===== config.mk =====
export PLATFORM = sky130hd
export DESIGN_NAME = led_blinker
export DESIGN_NICKNAME = d
export VERILOG_FILES = /design/src/rtl/led_blinker.sv
export SDC_FILE = /design/constraint.sdc
export NUM_CORES = 1
export LEC_CHECK = 0
export ABC_AREA = 1
export CAP_MARGIN = 20
export CORE_MARGIN = 4
export CORE_UTILIZATION = 50
export DETAILED_ROUTE_END_ITERATION = 10
export DONT_BUFFER_PORTS = 1
export RECOVER_POWER = 100
export SYNTH_ARGS = -nofsm -noshare
export SYNTH_HDL_FRONTEND = slang
export SYNTH_SLANG_ARGS = --single-unit

===== constraint.sdc =====
create_clock -name clock_in -period 2.4 [get_ports clock_in]
set_input_delay 0.72 -clock clock_in [delete_from_list [all_inputs] [get_ports clock_in]]
set_output_delay 0.72 -clock clock_in [all_outputs]
set_load 0.02 [all_outputs]

===== src/rtl/led_blinker.sv =====
// Blinks led_out a requested number of times with exact on/off cycle counts, then pulses done_out.
// Define LED_BLINKER_ACTIVE_LOW_EN to drive led_out active-low; timing is identical in both builds.
module led_blinker #(
    parameter int CLK_MHZ = 8,
    parameter int ON_MS   = 100,
    parameter int OFF_MS  = 100
) (
    input  logic       clock_in,
    input  logic       reset_n_in,
    input  logic       start_in,
    input  logic [3:0] count_in,
    output logic       busy_out,
    output logic       done_out,
    output logic       led_out
);
    // Phase lengths in clock cycles.
    localparam longint ON_CYC  = longint'(ON_MS) * longint'(CLK_MHZ) * 64'd1000;
    localparam longint OFF_CYC = longint'(OFF_MS) * longint'(CLK_MHZ) * 64'd1000;
    localparam longint MAX_CYC = (ON_CYC > OFF_CYC) ? ON_CYC : OFF_CYC;

    // The down-counter only ever holds (phase - 1) down to 0.
    localparam int CNT_W = (MAX_CYC > 1) ? $clog2(MAX_CYC) : 1;

    localparam logic [CNT_W-1:0] ON_LOAD  = CNT_W'(ON_CYC - 1);
    localparam logic [CNT_W-1:0] OFF_LOAD = CNT_W'(OFF_CYC - 1);

`ifdef LED_BLINKER_ACTIVE_LOW_EN
    localparam logic LED_LIT  = 1'b0;
    localparam logic LED_DARK = 1'b1;
`else
    localparam logic LED_LIT  = 1'b1;
    localparam logic LED_DARK = 1'b0;
`endif

    typedef enum logic [1:0] {
        ST_IDLE,
        ST_ON,
        ST_OFF,
        ST_DONE
    } state_t;

    state_t           state_q;
    logic [CNT_W-1:0] cnt_q;
    logic [3:0]       rem_q;
    logic             led_q;
    logic             busy_q;
    logic             done_q;

    always_ff @(posedge clock_in) begin
        if (!reset_n_in) begin
            state_q <= ST_IDLE;
            cnt_q   <= '0;
            rem_q   <= '0;
            led_q   <= LED_DARK;
            busy_q  <= 1'b0;
            done_q  <= 1'b0;
        end else begin
            done_q <= 1'b0;
            case (state_q)
                ST_IDLE: begin
                    if (start_in) begin
                        if (count_in != 4'd0) begin
                            state_q <= ST_ON;
                            rem_q   <= count_in;
                            cnt_q   <= ON_LOAD;
                            led_q   <= LED_LIT;
                            busy_q  <= 1'b1;
                        end else begin
                            // Zero-blink request completes immediately.
                            state_q <= ST_DONE;
                            done_q  <= 1'b1;
                        end
                    end
                end
                ST_ON: begin
                    if (cnt_q == '0) begin
                        state_q <= ST_OFF;
                        cnt_q   <= OFF_LOAD;
                        rem_q   <= rem_q - 4'd1;
                        led_q   <= LED_DARK;
                    end else begin
                        cnt_q <= cnt_q - 1'b1;
                    end
                end
                ST_OFF: begin
                    if (cnt_q == '0) begin
                        if (rem_q != 4'd0) begin
                            state_q <= ST_ON;
                            cnt_q   <= ON_LOAD;
                            led_q   <= LED_LIT;
                        end else begin
                            state_q <= ST_DONE;
                            busy_q  <= 1'b0;
                            done_q  <= 1'b1;
                        end
                    end else begin
                        cnt_q <= cnt_q - 1'b1;
                    end
                end
                ST_DONE: begin
                    state_q <= ST_IDLE;
                end
                default: begin
                    state_q <= ST_IDLE;
                    led_q   <= LED_DARK;
                    busy_q  <= 1'b0;
                end
            endcase
        end
    end

    assign led_out  = led_q;
    assign busy_out = busy_q;
    assign done_out = done_q;

endmodule


==> out/metrics.csv, run 1 <==
stage,metric,value,unit
status,outcome,completed,
clocking,clock_path_buffers,2,
detailed_routing,drt-initial-drc-count,161,
floorplan,die_h,70.28,um
job,cap_violations,0,
clocking,cts_made_buffers,5,
timing,fin_hold_ws,466.5,ps
logic_synthesis,ys_seq_area_share,29.94,%
layout,ff_latch_area,580.6,um2
min_path,hp-class,reg2reg,
layout,final_util,55.72,%
power_and_ir_drop,switching_power,0.001237,W
detailed_routing,firstDrtPassIters,4,
floorplan,fp.dieArea,4939,um2
setup_path,arrival,2250,ps
logic_synthesis,synth_nets,324,
place,dp_hpwl,3394,um
layout,final_cell_mix,"nand2_1, nor2_1, inv_1",
logic_synthesis,ys_seq_elements,29,
setup_path,worstPathRequired,2600,ps
layout,fill_cells,402,
power_and_ir_drop,netSwitchingFraction,47.85,%
place,portBuffers,0,
floorplan,num_rows,22,
timing,clock-skew-final,3.554,ps
power_and_ir_drop,pwr-share-clk,16.0,%
grt,grt_pass1_wl,7659,um
layout,drive_gt1_share,6.032,%
timing,rsz0062_at_grt,no,
layout,finalNetCount,330,
grt,grt-ovfl-total,0,
layout,multi_input_area,1179,um2
layout,num_antenna_cells,0,
timing,min_period,2049,ps
timing,tns,0,ps
clocking,hold_buffers,0,
detailed_routing,via_per_inst,5.198,
power_and_ir_drop,pwr_density_cell,1248,nW/um2
timing,hold_viol_final,0,
detailed_routing,vias,1887,
detailed_routing,ant_nets,0,
power_and_ir_drop,seqPwrFrac,30.2,%
grt,antenna_found_initial,0,
grt,track_usage,19.35,%
clocking,clk_pin_slew,60,ps
clocking,clkSinkCount,29,
power_and_ir_drop,power.internal,0.001348,W
power_and_ir_drop,p_total,0.002585,W
floorplan,coreArea,3716,um2
layout,area_growth,6.774,%
logic_synthesis,yosysTopAreaCell,dfxtp_1,
logic_synthesis,syn_avg_cell_area,6.276,um2
power_and_ir_drop,p_leak,0.9667,nW
setup_path,cp_max_fo,16,
timing,finalCritPeriodShare,85.38,%
grt,grt_pass1_vias,1616,
timing,slew_headroom,67.59,%
logic_synthesis,synth_cells,309,
clocking,cts_resized,0,
setup_path,critPathCaptureType,flip-flop,
layout,stdcell_count,363,
timing,tightest_slew,481.0,ps
setup_path,start_kind,flip-flop,
grt,grt_max_degree,21,
timing,fmax,488.0,MHz
detailed_routing,wire_per_inst,12.58,um
clocking,htreeDepth,2,
detailed_routing,drc,0,
logic_synthesis,yosys-top-cells-area,"dfxtp_1, nand2_1, nor2_1",
clocking,tritoncts,yes,
timing,finalMaxSlewViolations,0,
power_and_ir_drop,ir_drop,0.5557,mV
layout,final_common_cell,nand2_1,
floorplan,initial_utilization,52.19,%
floorplan,io_pins,10,
place,gp_congestion,0.8804,
timing,setup_viol,0,
logic_synthesis,yosysTopAreaCellShare,29.94,%
logic_synthesis,synth-warning-count,0,
logic_synthesis,synthDistinctLibCells,29,
setup_path,criticalPathCategory,reg2reg,
clocking,clockRootBuffer,clkbuf_8,
place,dp.cells,356,
clocking,cts_setup_buffers,0,
floorplan,die_w,70.28,um
power_and_ir_drop,comb_power_share,53.8,%
detailed_routing,wl,4566,um
logic_synthesis,synth_area,1939,um2
clocking,clock_latency,280,ps
## layer usage
metal  track usage [%]  up-vias  share of wire, %  wire (um)
li1                  -     1007                 -          -
met1             27.09      826                52       2380
met2             28.90       47                42       1898
met3             4.173        7               4.8        221
met4             7.021        0               1.4         65
met5                 0        -                 0          0
## Yosys cell counts (all sizes together)
library cell  count
a21oi            26
buf               1
clkbuf            3
clkinv            1
dfxtp            29
ha                8
inv              38
nand2            83
nand3            27
nand3b            1
nand4            14
nor2             53
nor3              5
nor3b             2
o21ai             9
o31ai             2
or2               3
xnor2             2
xor2              2
## final timing paths
kind                            slack (ps)  depth (start not counted)   endpoint        from
worst max-delay path                   350                          9  cnt_q[10]  state_q[0]
worst min-delay path                   470                          2  cnt_q[17]   cnt_q[17]
worst min register to register         470                          2  cnt_q[17]   cnt_q[17]
worst max register to register         350                          9  cnt_q[10]  state_q[0]
## cell families (layout without fill, tap and decap cells)
logic type,after synthesis,count (layout),synth area share (%)
AO/OA/AOI/OAI,37,37,10.58
XOR/XNOR,4,4,1.807
adder cells (fa/ha/maj),8,8,5.161
buffers and inverters,43,49,8.710
flip-flops,29,29,29.94
AND/OR/NAND/NOR,188,188,43.81
## worst max-delay path, stage by stage (launching register included)
cell	delay [ps]
dfxtp_1	360
inv_1	80
ha_1	260
nand3_1	140
nand2_1	80
nor2_1	300
nand2_4	190
inv_1	290
nand2_1	90
a21oi_1	170
## flip-flops by register name (all words and copies together) (netlist names)
register	cells
done_out	1
rem_q	4
busy_out	1
led_out	1
cnt_q	20
state_q	2
## through the flow
step / area, um2 / setup WS (ps)
6_report: 2071 / 350.9
5_1_grt: 2071 / 157.6
4_1_cts: 2086 / 502.1
3_5_place_dp: 1999 / 485.2
3_3_place_gp: 1999 / 458.0
2_1_floorplan: 1939 / 626.2
## cell type report
type	count	share of cell area [%]
inverter	39	7.069
timing repair buffer	3	0.9063
clock buffer	7	4.169
multi-input combinational	237	56.92
tap	48	2.900
sequential	29	28.04
## power groups by stage
stage	Sequential [W]	Clock (W)	Combinational, W
after floorplan	0.000759	0	0.00114
after global placement	0.000787	0	0.00141
after detailed placement	0.000791	0	0.00141
after CTS	0.000781	0.000422	0.00141
after global routing	0.000805	0.000450	0.00158
final	0.000780	0.000414	0.00139
Note: power is estimated with default switching activity, not from simulation.
==> run 2: changes to the inputs <==
--- a/config.mk
+++ b/config.mk
@@ -9,6 +9,7 @@
 export CAP_MARGIN = 20
 export CORE_MARGIN = 4
 export CORE_UTILIZATION = 50
+export CTS_BUF_LIST = sky130_fd_sc_hd__clkbuf_8 sky130_fd_sc_hd__clkbuf_16
 export DETAILED_ROUTE_END_ITERATION = 10
 export DONT_BUFFER_PORTS = 1
 export RECOVER_POWER = 100
==> constraint.sdc (replaced) <==
create_clock -name clock_in -period 2.15 [get_ports clock_in]
set_input_delay 0.645 -clock clock_in [delete_from_list [all_inputs] [get_ports clock_in]]
set_output_delay 0.645 -clock clock_in [all_outputs]
set_load 0.02 [all_outputs]
==> run 2 against run 1 <==
Effect of this change: sequential cell count unchanged; clock skew increased by 6.0 ps; register-to-register slack got worse by 150 ps; fmax increased by 4.9%; non-clock buffer count increased by 1; routed wire length decreased by 1.1%; sequential share of layout area decreased by 0.19 points; global-route usage decreased by 0.52 points; critical path depth unchanged; cell count increased by 0.28%; sequential power increased by 12%; count of clock-buffer cells in the layout decreased by 1.
==> out/metrics.csv, run 2 (synthesized netlist as in run 1, its figures left out) <==
stage,metric,value,unit
min_path,hold_end,cnt_q[17],
layout,stdcell_count,364,
layout,largest_register_ffs,20,
grt,grt_max_degree,21,
job,cap_violations,0,
detailed_routing,drt-initial-drc-count,91,
detailed_routing,wl,4514,um
layout,drive_gt1_share,7.278,%
floorplan,num_rows,22,
grt,grt_pass1_vias,1658,
timing,setup_viol,0,
floorplan,die_h,70.28,um
timing,finalMaxSlewViolations,0,
timing,fmax,511.9,MHz
layout,area_growth,7.484,%
floorplan,coreArea,3716,um2
floorplan,die_w,70.28,um
setup_path,start_kind,flip-flop,
timing,tns,0,ps
timing,clock-skew-final,9.582,ps
clocking,hold_buffers,0,
timing,tightest_slew,421.4,ps
clocking,clockRootBuffer,clkbuf_8,
layout,fill_cells,381,
place,dp_hpwl,3307,um
layout,final_cell_mix,"nand2_1, nor2_1, inv_1",
setup_path,reg2reg_slack,200,ps
status,outcome,completed,
floorplan,initial_utilization,52.19,%
power_and_ir_drop,pwr_density_cell,1387,nW/um2
setup_path,cp_max_fo,12,
power_and_ir_drop,p_leak,0.9789,nW
clocking,clkSinkCount,29,
clocking,cts_made_buffers,5,
setup_path,arrival,2120,ps
timing,rsz0062_at_grt,no,
min_path,hold_depth,2,
layout,finalNetCount,331,
setup_path,r2r.worst_path.cells,9,
grt,track_usage,18.83,%
timing,slew_headroom,71.83,%
layout,reg_top3,"cnt_q: 20 flops, rem_q: 4 flops, state_q: 2 flops",
floorplan,fp.dieArea,4939,um2
layout,final_cell_area,2085,um2
setup_path,criticalPathCategory,reg2reg,
clocking,cts_setup_buffers,0,
place,dp.cells,357,
detailed_routing,ant_nets,0,
detailed_routing,drc,0,
layout,final_common_cell,nand2_1,
detailed_routing,firstDrtPassIters,4,
setup_path,worstPathRequired,2320,ps
place,portBuffers,0,
detailed_routing,wire_per_inst,12.40,um
layout,final_util,56.09,%
power_and_ir_drop,ir_drop,0.6038,mV
clocking,clock_latency,280,ps
layout,regMostFlops,cnt_q,
grt,antenna_found_initial,0,
place,gp_congestion,0.8850,
grt,grt_pass1_wl,7645,um
detailed_routing,vias,1911,
timing,finalCritPeriodShare,90.85,%
clocking,htreeDepth,2,
clocking,clock_path_buffers,2,
min_path,hp-class,reg2reg,
setup_path,reg2reg_from,rem_q[0],
clocking,clk_pin_slew,60,ps
setup_path,regToRegEndpoint,cnt_q[6],
floorplan,io_pins,10,
timing,hold_viol_final,0,
setup_path,critPathCaptureType,flip-flop,
clocking,cts_resized,0,
detailed_routing,via_per_inst,5.250,
layout,num_antenna_cells,0,
timing,min_period,1953,ps
place,dpl_cell_area,2007,um2
clocking,tritoncts,yes,
min_path,holdCritStartpoint,cnt_q[17],
grt,grt-ovfl-total,0,
==> run 2: changes by cell type in the layout (fill, tap and decap cells not counted), sizes merged <==
cell,before,now
buf,2,4
clkbuf,8,6
inv,38,39
==> run 2: critical path: stages (launching register included) <==
cell     delay [ps]
dfxtp_1         320
inv_1           110
ha_1            150
nand3_1         140
nor2_1          300
nand4_4         240
nand2_4         220
inv_2           130
o21ai_0         170
nor2_1           60
==> run 2: where the power goes <==
part	leakage [nW]	switching, W	total (W)	internal (W)
Sequential	0.240	0.000170	0.000872	0.000703
Combinational	0.691	0.00101	0.00157	0.000565
Clock	0.0485	0.000200	0.000449	0.000249
==> run 2: worst max path at each step <==
| stage | from | endpoint | cells past startpoint |
|---|---|---|---|
| global route | cnt_q[0] | state_q[1] | 9 |
| global placement | state_q[0] | cnt_q[6] | 9 |
| CTS | state_q[0] | cnt_q[6] | 9 |
| finish | rem_q[0] | cnt_q[6] | 9 |
| floorplan | count_in[2] | cnt_q[19] | 7 |
| detailed placement | state_q[0] | cnt_q[6] | 9 |
==> run 2: final cells by class <==
type	count	area (um2)	area share [%]
tap	48	60.06	2.881
timing repair buffer	4	30.03	1.441
sequential	29	580.6	27.85
multi-input combinational	237	1181	56.66
clock buffer	6	82.58	3.962
inverter	39	146.4	7.023
clock inverter	1	3.754	0.1801
==> run 2: per-layer routing <==
metal	up-vias	global-route usage [%]	wire [um]
li1	1010	-	-
met1	857	27.30	2291
met2	38	27.44	1933
met3	6	4.748	249
met4	0	4.894	39
met5	-	0	0
==> run 2: stage by stage <==
stage | hold slack [ps] | setup WS, ps | total power, W
2_1_floorplan | 443.5 | 451.2 | 0.002125
3_3_place_gp | 463.0 | 215.1 | 0.002457
3_5_place_dp | 461.5 | 197.9 | 0.002456
4_1_cts | 472.0 | 189.7 | 0.002917
5_1_grt | 469.1 | 61.02 | 0.003183
6_report | 472.9 | 196.7 | 0.002892
